[src/rtl/uart_rx_deserializer.sv]
// 16x-oversampling UART receiver feeding the RX FIFO: validates start/parity/stop,
// emits each good character with a one-clock Data_Rdy strobe and per-frame error status.
module uart_rx_deserializer #(
   parameter int DATA_BITS  = 8,
   parameter int BAUD_DIV   = 27,
   parameter int PARITY_EN  = 0,
   parameter int PARITY_ODD = 0
) (
   input  logic                 clk,
   input  logic                 rst,
   input  logic                 Rx_Serial,
   input  logic                 BIST_Mode,
   output logic [DATA_BITS-1:0] Rx_Data,
   output logic                 Data_Rdy,
   output logic                 Parity_Err,
   output logic                 Frame_Err,
   output logic                 Rx_Busy
);

   localparam int PW = (BAUD_DIV > 2) ? $clog2(BAUD_DIV) : 1;
   localparam int IW = (DATA_BITS > 1) ? $clog2(DATA_BITS + 1) : 1;

   typedef enum logic [2:0] {
      S_IDLE, S_START, S_DATA, S_PARITY, S_STOP, S_BREAK
   } state_t;

   state_t               state_q, state_d;
   logic                 sync1_q, rx_s_q;
   logic [PW-1:0]        presc_q, presc_d;
   logic [3:0]           tcnt_q, tcnt_d;
   logic [IW-1:0]        bit_idx_q, bit_idx_d;
   logic [DATA_BITS-1:0] shift_q, shift_d;
   logic                 par_bit_q, par_bit_d;
   logic [DATA_BITS-1:0] rx_data_q, rx_data_d;
   logic                 data_rdy_q, data_rdy_d;
   logic                 parity_err_q, parity_err_d;
   logic                 frame_err_q, frame_err_d;

   logic tick, mid_bit, mid_start, last_bit, par_bad;

   assign tick      = (presc_q == PW'(BAUD_DIV - 1));
   assign mid_start = tick && (tcnt_q == 4'd7);
   // After the start bit the tick counter is realigned, so count 15 lands mid-bit.
   assign mid_bit   = tick && (tcnt_q == 4'd15);
   assign last_bit  = (bit_idx_q == IW'(DATA_BITS - 1));
   assign par_bad   = (PARITY_EN != 0) && (par_bit_q != ((^shift_q) ^ PARITY_ODD[0]));

   // State register plus datapath flops
   always_ff @(posedge clk or posedge rst) begin
      if (rst) begin
         state_q      <= S_IDLE;
         sync1_q      <= 1'b1;
         rx_s_q       <= 1'b1;
         presc_q      <= '0;
         tcnt_q       <= '0;
         bit_idx_q    <= '0;
         shift_q      <= '0;
         par_bit_q    <= 1'b0;
         rx_data_q    <= '0;
         data_rdy_q   <= 1'b0;
         parity_err_q <= 1'b0;
         frame_err_q  <= 1'b0;
      end else begin
         state_q      <= state_d;
         sync1_q      <= Rx_Serial;
         rx_s_q       <= sync1_q;
         presc_q      <= presc_d;
         tcnt_q       <= tcnt_d;
         bit_idx_q    <= bit_idx_d;
         shift_q      <= shift_d;
         par_bit_q    <= par_bit_d;
         rx_data_q    <= rx_data_d;
         data_rdy_q   <= data_rdy_d;
         parity_err_q <= parity_err_d;
         frame_err_q  <= frame_err_d;
      end
   end

   // Next-state logic
   always_comb begin
      state_d = state_q;
      if (BIST_Mode) begin
         state_d = S_IDLE;
      end else begin
         case (state_q)
            S_IDLE:   if (!rx_s_q) state_d = S_START;
            S_START:  if (mid_start) state_d = rx_s_q ? S_IDLE : S_DATA;
            S_DATA:   if (mid_bit && last_bit) state_d = (PARITY_EN != 0) ? S_PARITY : S_STOP;
            S_PARITY: if (mid_bit) state_d = S_STOP;
            S_STOP:   if (mid_bit) state_d = rx_s_q ? S_IDLE : S_BREAK;
            S_BREAK:  if (rx_s_q) state_d = S_IDLE;
            default:  state_d = S_IDLE;
         endcase
      end
   end

   // Datapath and output logic
   always_comb begin
      presc_d      = tick ? '0 : presc_q + 1'b1;
      tcnt_d       = tick ? tcnt_q + 4'd1 : tcnt_q;
      bit_idx_d    = bit_idx_q;
      shift_d      = shift_q;
      par_bit_d    = par_bit_q;
      rx_data_d    = rx_data_q;
      data_rdy_d   = 1'b0;
      parity_err_d = parity_err_q;
      frame_err_d  = frame_err_q;

      case (state_q)
         S_IDLE: begin
            presc_d = '0;
            tcnt_d  = '0;
         end
         S_START: if (mid_start && !rx_s_q) tcnt_d = '0;
         S_DATA: if (mid_bit) begin
            shift_d                = shift_q >> 1;
            shift_d[DATA_BITS-1]   = rx_s_q;
            bit_idx_d              = last_bit ? '0 : bit_idx_q + 1'b1;
         end
         S_PARITY: if (mid_bit) par_bit_d = rx_s_q;
         S_STOP: if (mid_bit) begin
            parity_err_d = par_bad;
            frame_err_d  = !rx_s_q;
            if (!par_bad && rx_s_q) begin
               rx_data_d  = shift_q;
               data_rdy_d = 1'b1;
            end
         end
         default: ;
      endcase

      if (BIST_Mode) begin
         presc_d    = '0;
         tcnt_d     = '0;
         bit_idx_d  = '0;
         shift_d    = '0;
         data_rdy_d = 1'b0;
         rx_data_d  = rx_data_q;
         parity_err_d = parity_err_q;
         frame_err_d  = frame_err_q;
      end
   end

   assign Rx_Data    = rx_data_q;
   assign Data_Rdy   = data_rdy_q;
   assign Parity_Err = parity_err_q;
   assign Frame_Err  = frame_err_q;
   assign Rx_Busy    = (state_q != S_IDLE);

endmodule
[config.mk]
export PLATFORM = sky130hd
export DESIGN_NAME = uart_rx_deserializer
export DESIGN_NICKNAME = d
export VERILOG_FILES = /design/src/rtl/uart_rx_deserializer.sv
export SDC_FILE = /design/constraint.sdc
export NUM_CORES = 1
export LEC_CHECK = 0
export CORE_ASPECT_RATIO = 2
export CORE_MARGIN = 8
export CORE_UTILIZATION = 60
export DETAILED_ROUTE_END_ITERATION = 8
export DONT_BUFFER_PORTS = 1
export PLACE_DENSITY = 0.75
export SLEW_MARGIN = 20
export SYNTH_ARGS = -nofsm -noshare
export SYNTH_HDL_FRONTEND = slang
export SYNTH_SLANG_ARGS = --single-unit
[constraint.sdc]
create_clock -name clk -period 2.7 [get_ports clk]
set_clock_uncertainty 0.15 [all_clocks]
set_input_delay 0.54 -clock clk [delete_from_list [all_inputs] [get_ports clk]]
set_output_delay 0.54 -clock clk [all_outputs]
set_load 0.005 [all_outputs]
==> results of run 1 <==
## worst min-delay path by stage
| stage | start | to | slack, ns | cells after the start |
|---|---|---|---|---|
| 2_1_floorplan | sync1_q$_DFF_PP1_ | rx_s_q$_DFF_PP1_ | 0.20 | 0 |
| 3_3_place_gp | sync1_q$_DFF_PP1_ | rx_s_q$_DFF_PP1_ | 0.20 | 0 |
| 3_5_place_dp | sync1_q$_DFF_PP1_ | rx_s_q$_DFF_PP1_ | 0.20 | 0 |
| 4_1_cts | rst | sync1_q$_DFF_PP1_ | 0.0004 | 1 |
| 5_1_grt | Rx_Serial | sync1_q$_DFF_PP1_ | 0.08 | 0 |
| 6_report | Rx_Serial | sync1_q$_DFF_PP1_ | 0.09 | 0 |
## final cells by class
class	count	area (µm²)	share of cell area
multi-input cells	104	754.5	0.4072
repair buffers	3	25.02	0.01350
inverters	6	22.52	0.01215
flip-flops and latches	36	903.4	0.4875
well taps	29	36.28	0.01958
clock buffers	5	68.82	0.03714
clock inverters	3	42.54	0.02296
## state kept, by name, indices dropped and copies added, names as in the netlist
signal     cells
Data_Rdy       1
Frame_Err      1
Rx_Data        8
bit_idx_q      4
presc_q        5
rx_s_q         1
shift_q        8
state_q        3
sync1_q        1
tcnt_q         4
## cells in the final DEF (no fill, tap or decap), drive strengths merged, types with 2 or more instances in the layout
cell / synthesis / final
a21oi: 3 / 3
a22oi: 2 / 2
and2: 2 / 2
and3: 3 / 3
buf: 7 / 2
clkbuf: 3 / 5
dfrtp: 34 / 34
dfstp: 2 / 2
ha: 4 / 4
inv: 6 / 6
mux2: 10 / 10
mux2i: 11 / 11
nand2: 6 / 6
nand3: 4 / 4
nand4: 2 / 2
nor2: 27 / 27
nor2b: 2 / 2
nor3: 2 / 2
nor3b: 2 / 2
o21ai: 5 / 5
xnor2: 4 / 4
xor2: 3 / 3
## report_power, final
| group | internal (mW) | leakage (nW) | switching [mW] |
|---|---|---|---|
| sequential | 0.558 | 0.489 | 0.0407 |
| clock | 0.273 | 0.0541 | 0.195 |
| combinational | 0.0656 | 0.381 | 0.0874 |
| total | 0.896 | 0.924 | 0.323 |
## per-layer routing
layer	up-vias	track usage	routed length, µm
met1	545	0.1737	1256
li1	525	-	-
met2	24	0.2383	1683
met4	0	0.07231	74
met3	7	0.04854	162
met5	-	0	0
## repair_timing
item / CTS / global route
hold buffers: 0 / 1
hold endpoints to repair: 0 / 1
resized for setup: 0 / 0
## kinds of logic after synthesis
kind of cell	synth area share
AND/OR/NAND/NOR	0.1573
XOR/XNOR	0.03520
adder cells (fa/ha/maj)	0.02874
other	0.002153
AO/OA/AOI/OAI	0.06465
multiplexers	0.1451
buffers and inverters	0.04813
flip-flops	0.5187
## through the flow
stage / hold slack [ns] / cells
floorplan: 0.1952 / 156
global placement: 0.1969 / 177
detailed placement: 0.2021 / 177
CTS: 0.0003857 / 185
global route: 0.07987 / 186
finish: 0.09179 / 186
==> impl_table.tex, run 1 <==
\begin{tabular}{lr}
\hline
Metric & Value \\
\hline
\multicolumn{2}{l}{\textbf{Drt}} \\
\quad Final Routed Wirelength & 3.177 mm \\
\quad DRT Pass-1 Iters & 5 \\
\quad Detailed-route wire length per cell & 17.08 µm \\
\quad Remaining routing DRC violations & 0 \\
\quad Detailed-route via count & 1101 \\
\quad Detail-routed via count per cell & 5.919 \\
\quad Number of design-rule violations left by the first detailed-router iteration & 19 \\
\quad Antenna-violating nets left & 0 \\
\multicolumn{2}{l}{\textbf{Synth}} \\
\quad Post-synth EDFFs & 0 \\
\quad Synthesized flop and latch total & 36 \\
\quad Cell type contributing the most total cell area after synthesis & dfrtp\_1 \\
\quad Netlist area before placement & 0.001742 mm² \\
\quad Cell count after synthesis & 156 \\
\quad Yosys warns & 0 \\
\quad Top flip-flop cell by instance count after synthesis & dfrtp\_1 \\
\quad Ranking of synthesized cells by instance count & 34 x dfrtp\_1, 27 x nor2\_1, 11 x mux2i\_1, 8 x mux2\_4, 6 x nand2\_1 \\
\quad Count of cell types in the netlist & 39 \\
\quad Average size of a mapped cell & 11.16 µm² \\
\quad Most common cell in the synthesized netlist & dfrtp\_1 \\
\quad Portion of synthesized cell area occupied by the leading cell type & 0.4885 \\
\quad Sequential cell area fraction in the yosys report & 0.5187 \\
\quad Proportion of synthesized flip-flops having asynchronous set or reset & 1.000 \\
\quad Net count after synthesis & 164 \\
\quad Cells taking the most area after synthesis & dfrtp\_1 49\%, mux2\_4 6.9\%, mux2i\_1 6.3\%, nor2\_1 5.8\%, dfstp\_2 3.0\% \\
\multicolumn{2}{l}{\textbf{Floorplan}} \\
\quad Die area & 0.004987 mm² \\
\quad Std-Cell Rows & 27 \\
\quad Number of ports placed on the die boundary & 16 \\
\quad Floorplan die width & 54.10 µm \\
\quad Height of the die & 92.20 µm \\
\quad Core area & 0.002770 mm² \\
\quad Initial core utilization & 0.6287 \\
\multicolumn{2}{l}{\textbf{Worst setup path}} \\
\quad Capturing point of the worst reg2reg path & Rx\_Data[4]\$\_DFFE\_PP0P\_ \\
\quad Critical Path Sink Type & register \\
\quad Worst path slowest cell & and3\_1 \\
\quad Endpoint of the most critical setup path & Rx\_Data[4]\$\_DFFE\_PP0P\_ \\
\quad Dominant delay contributor by cell family on the critical path & simple AND/OR/NAND/NOR gates \\
\quad CP Depth & 6 \\
\quad Setup slack of the most critical reg-to-reg path & 0.38 ns \\
\quad Arrival time at the worst endpoint & 2.35 ns \\
\quad Crit-path cells & inv\_1 -> ha\_1 -> and4b\_1 -> and2\_4 -> and3\_1 -> mux2\_4 \\
\quad Setup Crit Path Kind & reg -> reg \\
\quad Worst reg-to-reg path cell count & 6 \\
\quad Largest incremental delay on the critical path & 0.51 ns \\
\quad Required time reported for the critical path endpoint & 2.73 ns \\
\quad Worst reg2reg path startpoint & presc\_q[0]\$\_DFF\_PP0\_ \\
\quad Launching element type of the critical path & register \\
\quad Largest driver fanout on the critical path & 9 \\
\quad CP Buf/Inv Count & 1 \\
\quad Launch point of the worst path & presc\_q[0]\$\_DFF\_PP0\_ \\
\multicolumn{2}{l}{\textbf{Place}} \\
\quad Worst setup timing slack at the placement stage & 0.3889 ns \\
\quad Detailed placer's ending HPWL & 2.201 mm \\
\quad Quantity of I/O buffers inserted on ports & 0 \\
\quad Area after DPL & 0.001732 mm² \\
\quad Final Wtd Congestion & 0.8631 \\
\multicolumn{2}{l}{\textbf{CTS}} \\
\quad H-tree levels & 2 \\
\quad TritonCTS clock tree & done \\
\quad Clock sink count & 36 \\
\quad CTS Root Cell & clkbuf\_8 \\
\quad Clock latency at the later pin of the worst-skew pair & 0.29 ns \\
\quad Clock-pin transition on the worst setup and hold timing paths & 0.07 ns \\
\quad Number of post-CTS setup repair buffers & 0 \\
\quad Clock Tree Buf Depth & 2 \\
\quad Number of clock buffers inserted by TritonCTS & 5 \\
\multicolumn{2}{l}{\textbf{Pwr}} \\
\quad Peak supply drop & 0.0003889 V \\
\quad Leakage power & 0.9244 nW \\
\quad Areal power density over the cells & 658.0 mW/mm² \\
\quad Final total power & 1.219 mW \\
\multicolumn{2}{l}{\textbf{Timing}} \\
\quad Setup repair after global routing missed its margin & false \\
\quad Setup slack after layout & 0.3773 ns \\
\quad Final critical-path required period & 2.323 ns \\
\quad Setup TNS & 0 ns \\
\quad Crit share post-route & 0.8602 \\
\quad Number of slew-limit violations in the final report & 0 \\
\quad Final setup violation count & 0 \\
\quad Fmax achieved & 430.5 MHz \\
\quad Rel. slew slack & 0.6363 \\
\quad Transition time at the pin with the least slew margin & 0.5455 ns \\
\quad Number of hold-slack violations in the final timing report & 0 \\
\multicolumn{2}{l}{\textbf{Final layout}} \\
\quad Area delta synth->final & 6.394\% \\
\quad Fraction of layout instances using a drive strength above 1 & 0.1720 \\
\quad Finished Core Util & 0.6689 \\
\quad Count of antenna diodes in the layout & 0 \\
\quad Net count of the finished layout & 164 \\
\quad Final instance area & 0.001853 mm² \\
\quad Number of fill cells & 208 \\
\multicolumn{2}{l}{\textbf{GRT}} \\
\quad Overflow after GRT & 0 \\
\quad Antenna violations before repair & 0 \\
\quad Maximum number of pins on one net before global-route repair & 36 \\
\quad Via count of the first global-routing pass & 1164 \\
\quad Tot GR Track Use & 0.1506 \\
\quad Wire length of the first global-routing pass & 5.782 mm \\
\multicolumn{2}{l}{\textbf{Outcome}} \\
\quad Status & finished, final reports clean \\
\multicolumn{2}{l}{\textbf{Worst hold path}} \\
\quad Worst min path class & in -> reg \\
\multicolumn{2}{l}{\textbf{Run}} \\
\quad Max-cap violations & 0 \\
\hline
\end{tabular}
No activity file was read; power rests on OpenSTA's default activity.
==> inputs of run 2 (changes only) <==
Settings changed: CTS_CLUSTER_DIAMETER set to 100, CTS_CLUSTER_SIZE set to 25.
==> results of run 2 <==
Same layout as run 1: the final DEF is identical, and so are final timing and power.
